[src/rtl/ahb_arbiter_if.sv]
// ---------------------------------------------------------------------------
// ahb_arbiter_if
// Bundles the request, transfer-control and grant signals shared between the
// bus masters and the two-master AHB arbiter.
//   hbusreq_1/2, hlock_1/2 : per-master bus request and locked-transfer request
//   htrans, hburst, hready : multiplexed transfer type, burst type and ready of
//                            the current bus owner
//   hgrant_1/2             : one-hot (or all-zero) grants from the arbiter
//   hmaster                : address-phase owner number (0 none, 1, 2)
//   hmaster_data           : data-phase owner number
//   hmastlock              : lock of the address-phase owner
// Modports: master = bus/master side (drives requests, sees grants),
//           slave  = arbiter side (sees requests, drives grants).
// ---------------------------------------------------------------------------
interface ahb_arbiter_if;
    logic       hbusreq_1;
    logic       hbusreq_2;
    logic       hlock_1;
    logic       hlock_2;
    logic [1:0] htrans;
    logic [2:0] hburst;
    logic       hready;
    logic       hgrant_1;
    logic       hgrant_2;
    logic [1:0] hmaster;
    logic [1:0] hmaster_data;
    logic       hmastlock;

    modport master (
        output hbusreq_1, hbusreq_2, hlock_1, hlock_2, htrans, hburst, hready,
        input  hgrant_1, hgrant_2, hmaster, hmaster_data, hmastlock
    );

    modport slave (
        input  hbusreq_1, hbusreq_2, hlock_1, hlock_2, htrans, hburst, hready,
        output hgrant_1, hgrant_2, hmaster, hmaster_data, hmastlock
    );
endinterface

[src/rtl/ahb_arbiter.sv]
// ---------------------------------------------------------------------------
// ahb_arbiter
// Two-master AHB bus arbiter. Grants the bus to master 1 or 2 and only moves
// ownership at legal arbitration points: never inside a fixed-length burst
// and never while the owner holds a locked sequence.
//   hclk   : bus clock, all state updates on the rising edge
//   hreset : synchronous active-high reset
//   bus    : ahb_arbiter_if.slave (requests/locks/htrans/hburst/hready in,
//            hgrant_1/2, hmaster, hmaster_data, hmastlock out)
// Parameter RR_MODE: 1 = round-robin on contention, 0 = master 1 always wins.
// ---------------------------------------------------------------------------
module ahb_arbiter #(
    parameter int RR_MODE = 1
) (
    input  logic          hclk,
    input  logic          hreset,
    ahb_arbiter_if.slave  bus
);

    typedef enum logic [1:0] {
        ST_IDLE = 2'b00,
        ST_OWN1 = 2'b01,
        ST_OWN2 = 2'b10
    } state_e;

    localparam logic [1:0] TR_NONSEQ = 2'b10;
    localparam logic [1:0] TR_SEQ    = 2'b11;

    // Number of SEQ beats that follow the NONSEQ beat of a burst.
    // SINGLE and undefined-length INCR leave nothing pending.
    function automatic logic [3:0] burst_remaining(input logic [2:0] burst);
        logic [3:0] rem;
        case (burst)
            3'b000, 3'b001: rem = 4'd0;
            3'b010, 3'b011: rem = 4'd3;
            3'b100, 3'b101: rem = 4'd7;
            3'b110, 3'b111: rem = 4'd15;
            default:        rem = 4'd0;
        endcase
        return rem;
    endfunction

    state_e     state_r;
    logic [3:0] beat_cnt_r;
    logic [1:0] last_owner_r;
    logic       hgrant_1_r;
    logic       hgrant_2_r;
    logic [1:0] hmaster_data_r;
    logic       hmastlock_r;

    logic [3:0] next_cnt_s;
    logic       owner_locked_s;
    logic       arb_point_s;
    state_e     winner_s;
    state_e     next_state_s;
    logic       next_lock_s;
    logic [1:0] hmaster_s;

    // Address-phase owner decoded straight from the registered grants.
    always_comb begin
        hmaster_s = 2'd0;
        if (hgrant_1_r) begin
            hmaster_s = 2'd1;
        end else if (hgrant_2_r) begin
            hmaster_s = 2'd2;
        end else begin
            hmaster_s = 2'd0;
        end
    end

    // Beat counter next value: only accepted address phases advance it;
    // BUSY/IDLE and early termination leave it untouched.
    always_comb begin
        next_cnt_s = beat_cnt_r;
        if (bus.hready) begin
            case (bus.htrans)
                TR_NONSEQ: next_cnt_s = burst_remaining(bus.hburst);
                TR_SEQ: begin
                    if (beat_cnt_r != 4'd0) begin
                        next_cnt_s = beat_cnt_r - 4'd1;
                    end else begin
                        next_cnt_s = beat_cnt_r;
                    end
                end
                default:   next_cnt_s = beat_cnt_r;
            endcase
        end else begin
            next_cnt_s = beat_cnt_r;
        end
    end

    // A lock only counts while the owner is also still requesting.
    always_comb begin
        owner_locked_s = 1'b0;
        case (state_r)
            ST_OWN1: owner_locked_s = bus.hlock_1 & bus.hbusreq_1;
            ST_OWN2: owner_locked_s = bus.hlock_2 & bus.hbusreq_2;
            default: owner_locked_s = 1'b0;
        endcase
    end

    // Arbitration point. With no grant the downstream mux holds hready low,
    // so IDLE arbitrates every cycle instead of waiting for it. An illegal
    // encoding also arbitrates so the FSM recovers on its own.
    always_comb begin
        arb_point_s = 1'b1;
        case (state_r)
            ST_IDLE: arb_point_s = 1'b1;
            ST_OWN1, ST_OWN2:
                arb_point_s = bus.hready & (next_cnt_s == 4'd0) & ~owner_locked_s;
            default: arb_point_s = 1'b1;
        endcase
    end

    // Winner selection; on contention round-robin hands the bus to the master
    // that does not currently own it (from IDLE: the one that did not own last).
    always_comb begin
        winner_s = ST_IDLE;
        case ({bus.hbusreq_1, bus.hbusreq_2})
            2'b10: winner_s = ST_OWN1;
            2'b01: winner_s = ST_OWN2;
            2'b11: begin
                if (RR_MODE == 0) begin
                    winner_s = ST_OWN1;
                end else begin
                    case (state_r)
                        ST_OWN1: winner_s = ST_OWN2;
                        ST_OWN2: winner_s = ST_OWN1;
                        default: winner_s = (last_owner_r == 2'd1) ? ST_OWN2 : ST_OWN1;
                    endcase
                end
            end
            default: winner_s = ST_IDLE;
        endcase
    end

    // Next owner and the lock that owner presents.
    always_comb begin
        next_state_s = state_r;
        next_lock_s  = 1'b0;
        if (arb_point_s) begin
            next_state_s = winner_s;
        end else begin
            next_state_s = state_r;
        end
        case (next_state_s)
            ST_OWN1: next_lock_s = bus.hlock_1;
            ST_OWN2: next_lock_s = bus.hlock_2;
            default: next_lock_s = 1'b0;
        endcase
    end

    // Arbiter state, grants and phase-tracking registers.
    always_ff @(posedge hclk) begin
        if (hreset) begin
            state_r        <= ST_IDLE;
            beat_cnt_r     <= 4'd0;
            last_owner_r   <= 2'd2;
            hgrant_1_r     <= 1'b0;
            hgrant_2_r     <= 1'b0;
            hmaster_data_r <= 2'd0;
            hmastlock_r    <= 1'b0;
        end else begin
            state_r    <= next_state_s;
            beat_cnt_r <= next_cnt_s;
            hgrant_1_r <= (next_state_s == ST_OWN1);
            hgrant_2_r <= (next_state_s == ST_OWN2);
            if ((next_state_s != state_r) && (next_state_s != ST_IDLE)) begin
                last_owner_r <= (next_state_s == ST_OWN1) ? 2'd1 : 2'd2;
            end
            // Data phase follows the address phase that was just accepted.
            if (bus.hready) begin
                hmaster_data_r <= hmaster_s;
            end
            if (bus.hready || (state_r == ST_IDLE)) begin
                hmastlock_r <= next_lock_s;
            end
        end
    end

    assign bus.hgrant_1     = hgrant_1_r;
    assign bus.hgrant_2     = hgrant_2_r;
    assign bus.hmaster      = hmaster_s;
    assign bus.hmaster_data = hmaster_data_r;
    assign bus.hmastlock    = hmastlock_r;

endmodule

[src/flat_wrapper.sv]
// flat-port wrapper written by rule: the top's interface ports become plain ports
module ahb_arbiter_flat 
#(
    parameter int RR_MODE = 1
)
  (hclk, hreset, bus_hbusreq_1, bus_hbusreq_2, bus_hlock_1, bus_hlock_2, bus_htrans, bus_hburst, bus_hready, bus_hgrant_1, bus_hgrant_2, bus_hmaster, bus_hmaster_data, bus_hmastlock);
  ahb_arbiter_if bus_i ();
  input  logic hclk;
  input  logic hreset;
  input wire logic [$bits(bus_i.hbusreq_1)-1:0] bus_hbusreq_1;
  input wire logic [$bits(bus_i.hbusreq_2)-1:0] bus_hbusreq_2;
  input wire logic [$bits(bus_i.hlock_1)-1:0] bus_hlock_1;
  input wire logic [$bits(bus_i.hlock_2)-1:0] bus_hlock_2;
  input wire logic [$bits(bus_i.htrans)-1:0] bus_htrans;
  input wire logic [$bits(bus_i.hburst)-1:0] bus_hburst;
  input wire logic [$bits(bus_i.hready)-1:0] bus_hready;
  output wire logic [$bits(bus_i.hgrant_1)-1:0] bus_hgrant_1;
  output wire logic [$bits(bus_i.hgrant_2)-1:0] bus_hgrant_2;
  output wire logic [$bits(bus_i.hmaster)-1:0] bus_hmaster;
  output wire logic [$bits(bus_i.hmaster_data)-1:0] bus_hmaster_data;
  output wire logic [$bits(bus_i.hmastlock)-1:0] bus_hmastlock;
  assign bus_i.hbusreq_1 = bus_hbusreq_1;
  assign bus_i.hbusreq_2 = bus_hbusreq_2;
  assign bus_i.hlock_1 = bus_hlock_1;
  assign bus_i.hlock_2 = bus_hlock_2;
  assign bus_i.htrans = bus_htrans;
  assign bus_i.hburst = bus_hburst;
  assign bus_i.hready = bus_hready;
  assign bus_hgrant_1 = bus_i.hgrant_1;
  assign bus_hgrant_2 = bus_i.hgrant_2;
  assign bus_hmaster = bus_i.hmaster;
  assign bus_hmaster_data = bus_i.hmaster_data;
  assign bus_hmastlock = bus_i.hmastlock;
  ahb_arbiter #(.RR_MODE(RR_MODE)) u_core (.hclk(hclk), .hreset(hreset), .bus(bus_i));
endmodule
[config.mk]
export PLATFORM = sky130hd
export DESIGN_NAME = ahb_arbiter_flat
export DESIGN_NICKNAME = d
export VERILOG_FILES = /design/src/rtl/ahb_arbiter_if.sv /design/src/rtl/ahb_arbiter.sv /design/src/flat_wrapper.sv
export SDC_FILE = /design/constraint.sdc
export NUM_CORES = 1
export LEC_CHECK = 0
export BUFFER_PORTS_ARGS = -buffer_cell sky130_fd_sc_hd__buf_4
export CAP_MARGIN = 20
export CORE_UTILIZATION = 46
export DETAILED_ROUTE_END_ITERATION = 12
export PLACE_DENSITY = 0.73
export SLEW_MARGIN = 5
export SYNTH_ARGS = -nofsm -noshare
export SYNTH_HDL_FRONTEND = slang
export SYNTH_SLANG_ARGS = --single-unit
[constraint.sdc]
create_clock -name hclk -period 2.26 [get_ports hclk]
set_input_delay 0.452 -clock hclk [delete_from_list [all_inputs] [get_ports hclk]]
set_output_delay 0.452 -clock hclk [all_outputs]
set_load 0.005 [all_outputs]
==> results.cfg <==
[outcome]
outcome = finished, violations left
violations = DRC

[global_routing]
grt_usage_pct = 21.3
grt_pass1_vias = 756
antenna_found_initial = 0
grt_pass1_wl_microns = 3040
gr-total-overflow = 0
grt_max_degree = 14

[synthesis]
muxShareOfSynthArea_pct = 5.52
ys_warn_count = 0
synth_fa_ha_area_share_pct = 6.13
synth_compound_area_share_pct = 20.4
syn_area_per_cell_sq_um = 8.32
synthCells = 98
synth_top_family_by_area = simple AND/OR/NAND/NOR gates
ys_seq_area_share_pct = 31.9
synth_area_sq_um = 816
synth.ff_latch_count = 13
synthSimpleGateAreaFrac_pct = 27.9
synth_cell_types = 38
synth_xor_area_share_pct = 1.07
syn_nets = 114

[setup_path]
crit_slowest_cell = dfxtp_2
crit_chain = inv_2 > ha_4 > nor3b_4 > a21o_1 > a211o_1 > o31a_1 > mux2_4 > a221oi_2 > nor3_1
critPathLaunchType = register
cp_max_fo = 4
cp.arrival_ns = 2.39
worstPathRequired_ns = 2.43
cp-end-kind = register
critical-path-max-stage-delay_ns = 0.34
path_class = register to register
r2r_start = u_core.beat_cnt_r[1]
reg2reg_to = u_core.bus.hmastlock
r2r_cells = 9
r2r_slack_ns = 0.04

[power]
ir_drop_v = 0.000357
power_density_nw_per_um2 = 565
finalPower_uw = 622
power.static_leakage_nw = 0.493

[cells_and_area]
nets = 145
final_util_pct = 69.9
multi_input_area_sq_um = 532
regArea_sq_um = 265
stdcell_count = 144
drive_gt1_share_pct = 39.8
fillers = 130
antenna_cells = 0
fin_area_sq_um = 1100
area_delta_synth_final_pct = 35.1

[clock_network]
clk_pin_slew_ns = 0.08
cts.sinks = 13
cts-root-buf = clkbuf_4
cts_buffer_depth = 2
cts_max_level = 1
cts_buffers = 3
insertion_delay_ns = 0.28
cts_tree = yes
cts_hold_buf = 0

[floorplanning]
num_rows = 14
die_y_microns = 44.1
core_area_sq_um = 1580
fp.dieW_microns = 44.1
ios = 19
start_util_pct = 51.7
die_area_sq_um = 1950

[place]
numPortBuffers = 17
hpwl_microns = 1390
placed_cells = 137
postPlaceCellArea_sq_um = 1010
place.gp.congestion = 0.897
pre_cts_ws_ns = -0.0460

[sta]
fin_setup_tns_ns = 0
rsz0062_at_grt = true
worst_slew_pin_slew_ns = 0.330
setup_viol = 0
whs_ns = 0.438
slew_headroom_pct = 77.7
clock.fmax_mhz = 450
finalMaxSlewViolations = 0
min_period_over_period_pct = 98.3
setup_ws_ns = 0.0381
period_minus_slack_ns = 2.22
clock_skew_ns = 0.00133
hold_viol = 0

[hold_path]
hp-class = input pin to register
worstHoldStart = hreset
min_path_cells = 2
hold_end = u_core.beat_cnt_r[0]

[route]
ant_nets = 0
drc = 2
dr_total_vias = 797
firstDrtPassIters = 8
first_iter_violations = 27
vias_per_cell = 5.53
wire_per_inst_microns = 12.7
routed_wl_microns = 1830

[run]
cap_violations = 0
## cell type report
type                            instances  share of cell area (%)
Sequential cell                        13                    24.1
Inverter                                6                    2.04
Multi-Input combinational cell         74                    48.2
Clock buffer                            4                    2.38
Timing Repair Buffer                   31                    21.5
Tap cell                               16                    1.82
## routing by layer
layer	vias up	global-route usage [%]	wire [microns]
li1	408	-	-
met1	369	24.0	828
met2	16	37.6	907
met3	4	3.67	64
met4	0	12.1	34
met5	-	0	0
## report_power, final
part / switching (mW) / internal [mW]
Sequential: 0.0146 / 0.249
Combinational: 0.0942 / 0.119
Clock: 0.0779 / 0.0684
## synthesized netlist by cell type
master	n	share of area (%)
dfxtp_1	13	32
nor2_1	11	5.1
nor2b_1	7	5.4
o21ai_0	7	4.3
inv_1	6	2.8
nand2_1	6	2.8
nand3_1	5	3.1
ha_1	4	6.1
a31oi_1	3	2.3
mux2i_1	3	3.7
a21oi_1	2	1.2
buf_4	2	1.8
nor3_1	2	1.2
o21bai_1	2	1.8
o31a_1	2	2.1
a211o_1	1	1.1
a21o_1	1	0.92
a221oi_2	1	1.8
a31o_2	1	1.1
a41o_1	1	1.2
and2_1	1	0.77
and4b_1	1	1.2
buf_2	1	0.61
buf_6	1	1.4
clkbuf_1	1	0.46
mux2_4	1	1.8
nand2_2	1	0.77
nand3b_1	1	0.92
nand4_1	1	0.77
nor3b_1	1	0.92
nor3b_2	1	1.5
nor4b_1	1	1.1
o2111a_1	1	1.4
o2bb2ai_1	1	1.1
or2_2	1	0.77
or3_1	1	0.77
or4_1	1	0.92
xnor2_1	1	1.1
## timing repair
item | 4_1_cts | 5_1_grt
gates resized for setup | 4 | 10
gates cloned | 0 | 0
pin swaps | 6 | 6
setup endpoints to repair | 2 | 4
buffers inserted | 3 | 0
## cells in the final DEF, fill, tap and decap left out, drive strengths merged, types with 2 or more instances in the layout
cell type,n
a21oi,2
a31oi,3
buf,31
clkbuf,4
dfxtp,13
ha,4
inv,6
mux2i,3
nand2,7
nand3,5
nor2,11
nor2b,7
nor3,2
nor3b,2
o21ai,7
o21bai,2
o31a,2
## worst max-delay path, delay by kind of cell (launching register included)
| family | cells | cell delay [ns] |
|---|---|---|
| compound gates | 4 | 1.02 |
| mux | 1 | 0.33 |
| buf+inv | 1 | 0.04 |
| simple gates | 2 | 0.22 |
| fa+ha+maj | 1 | 0.15 |
| flops | 1 | 0.34 |
## how the worst max path moves through the flow
stage                                    start                      to  slack [ns]
after floorplan           u_core.beat_cnt_r[0]    u_core.bus.hmastlock      0.0009
after global placement    u_core.beat_cnt_r[1]  u_core.last_owner_r[1]       -0.03
after detailed placement  u_core.beat_cnt_r[1]    u_core.bus.hmastlock       -0.05
after CTS                 u_core.beat_cnt_r[1]    u_core.bus.hmastlock       0.001
after global routing      u_core.beat_cnt_r[1]    u_core.bus.hmastlock       -0.05
final                     u_core.beat_cnt_r[1]    u_core.bus.hmastlock        0.04
## cell families (layout without fill, tap and decap cells)
kind of cell / Yosys count / after routing
buf+inv: 11 / 41
flops: 13 / 13
fa+ha+maj: 4 / 4
compound gates: 23 / 23
xor+xnor: 1 / 1
simple gates: 42 / 42
mux: 4 / 4
## sequential cells by signal, summed over array words and instances (netlist names)
signal                   cells
u_core.beat_cnt_r            4
u_core.bus.hgrant_1          1
u_core.bus.hgrant_2          1
u_core.bus.hmaster_data      2
u_core.bus.hmastlock         1
u_core.last_owner_r          2
u_core.state_r               2
Power figures use the tool's default switching activity.
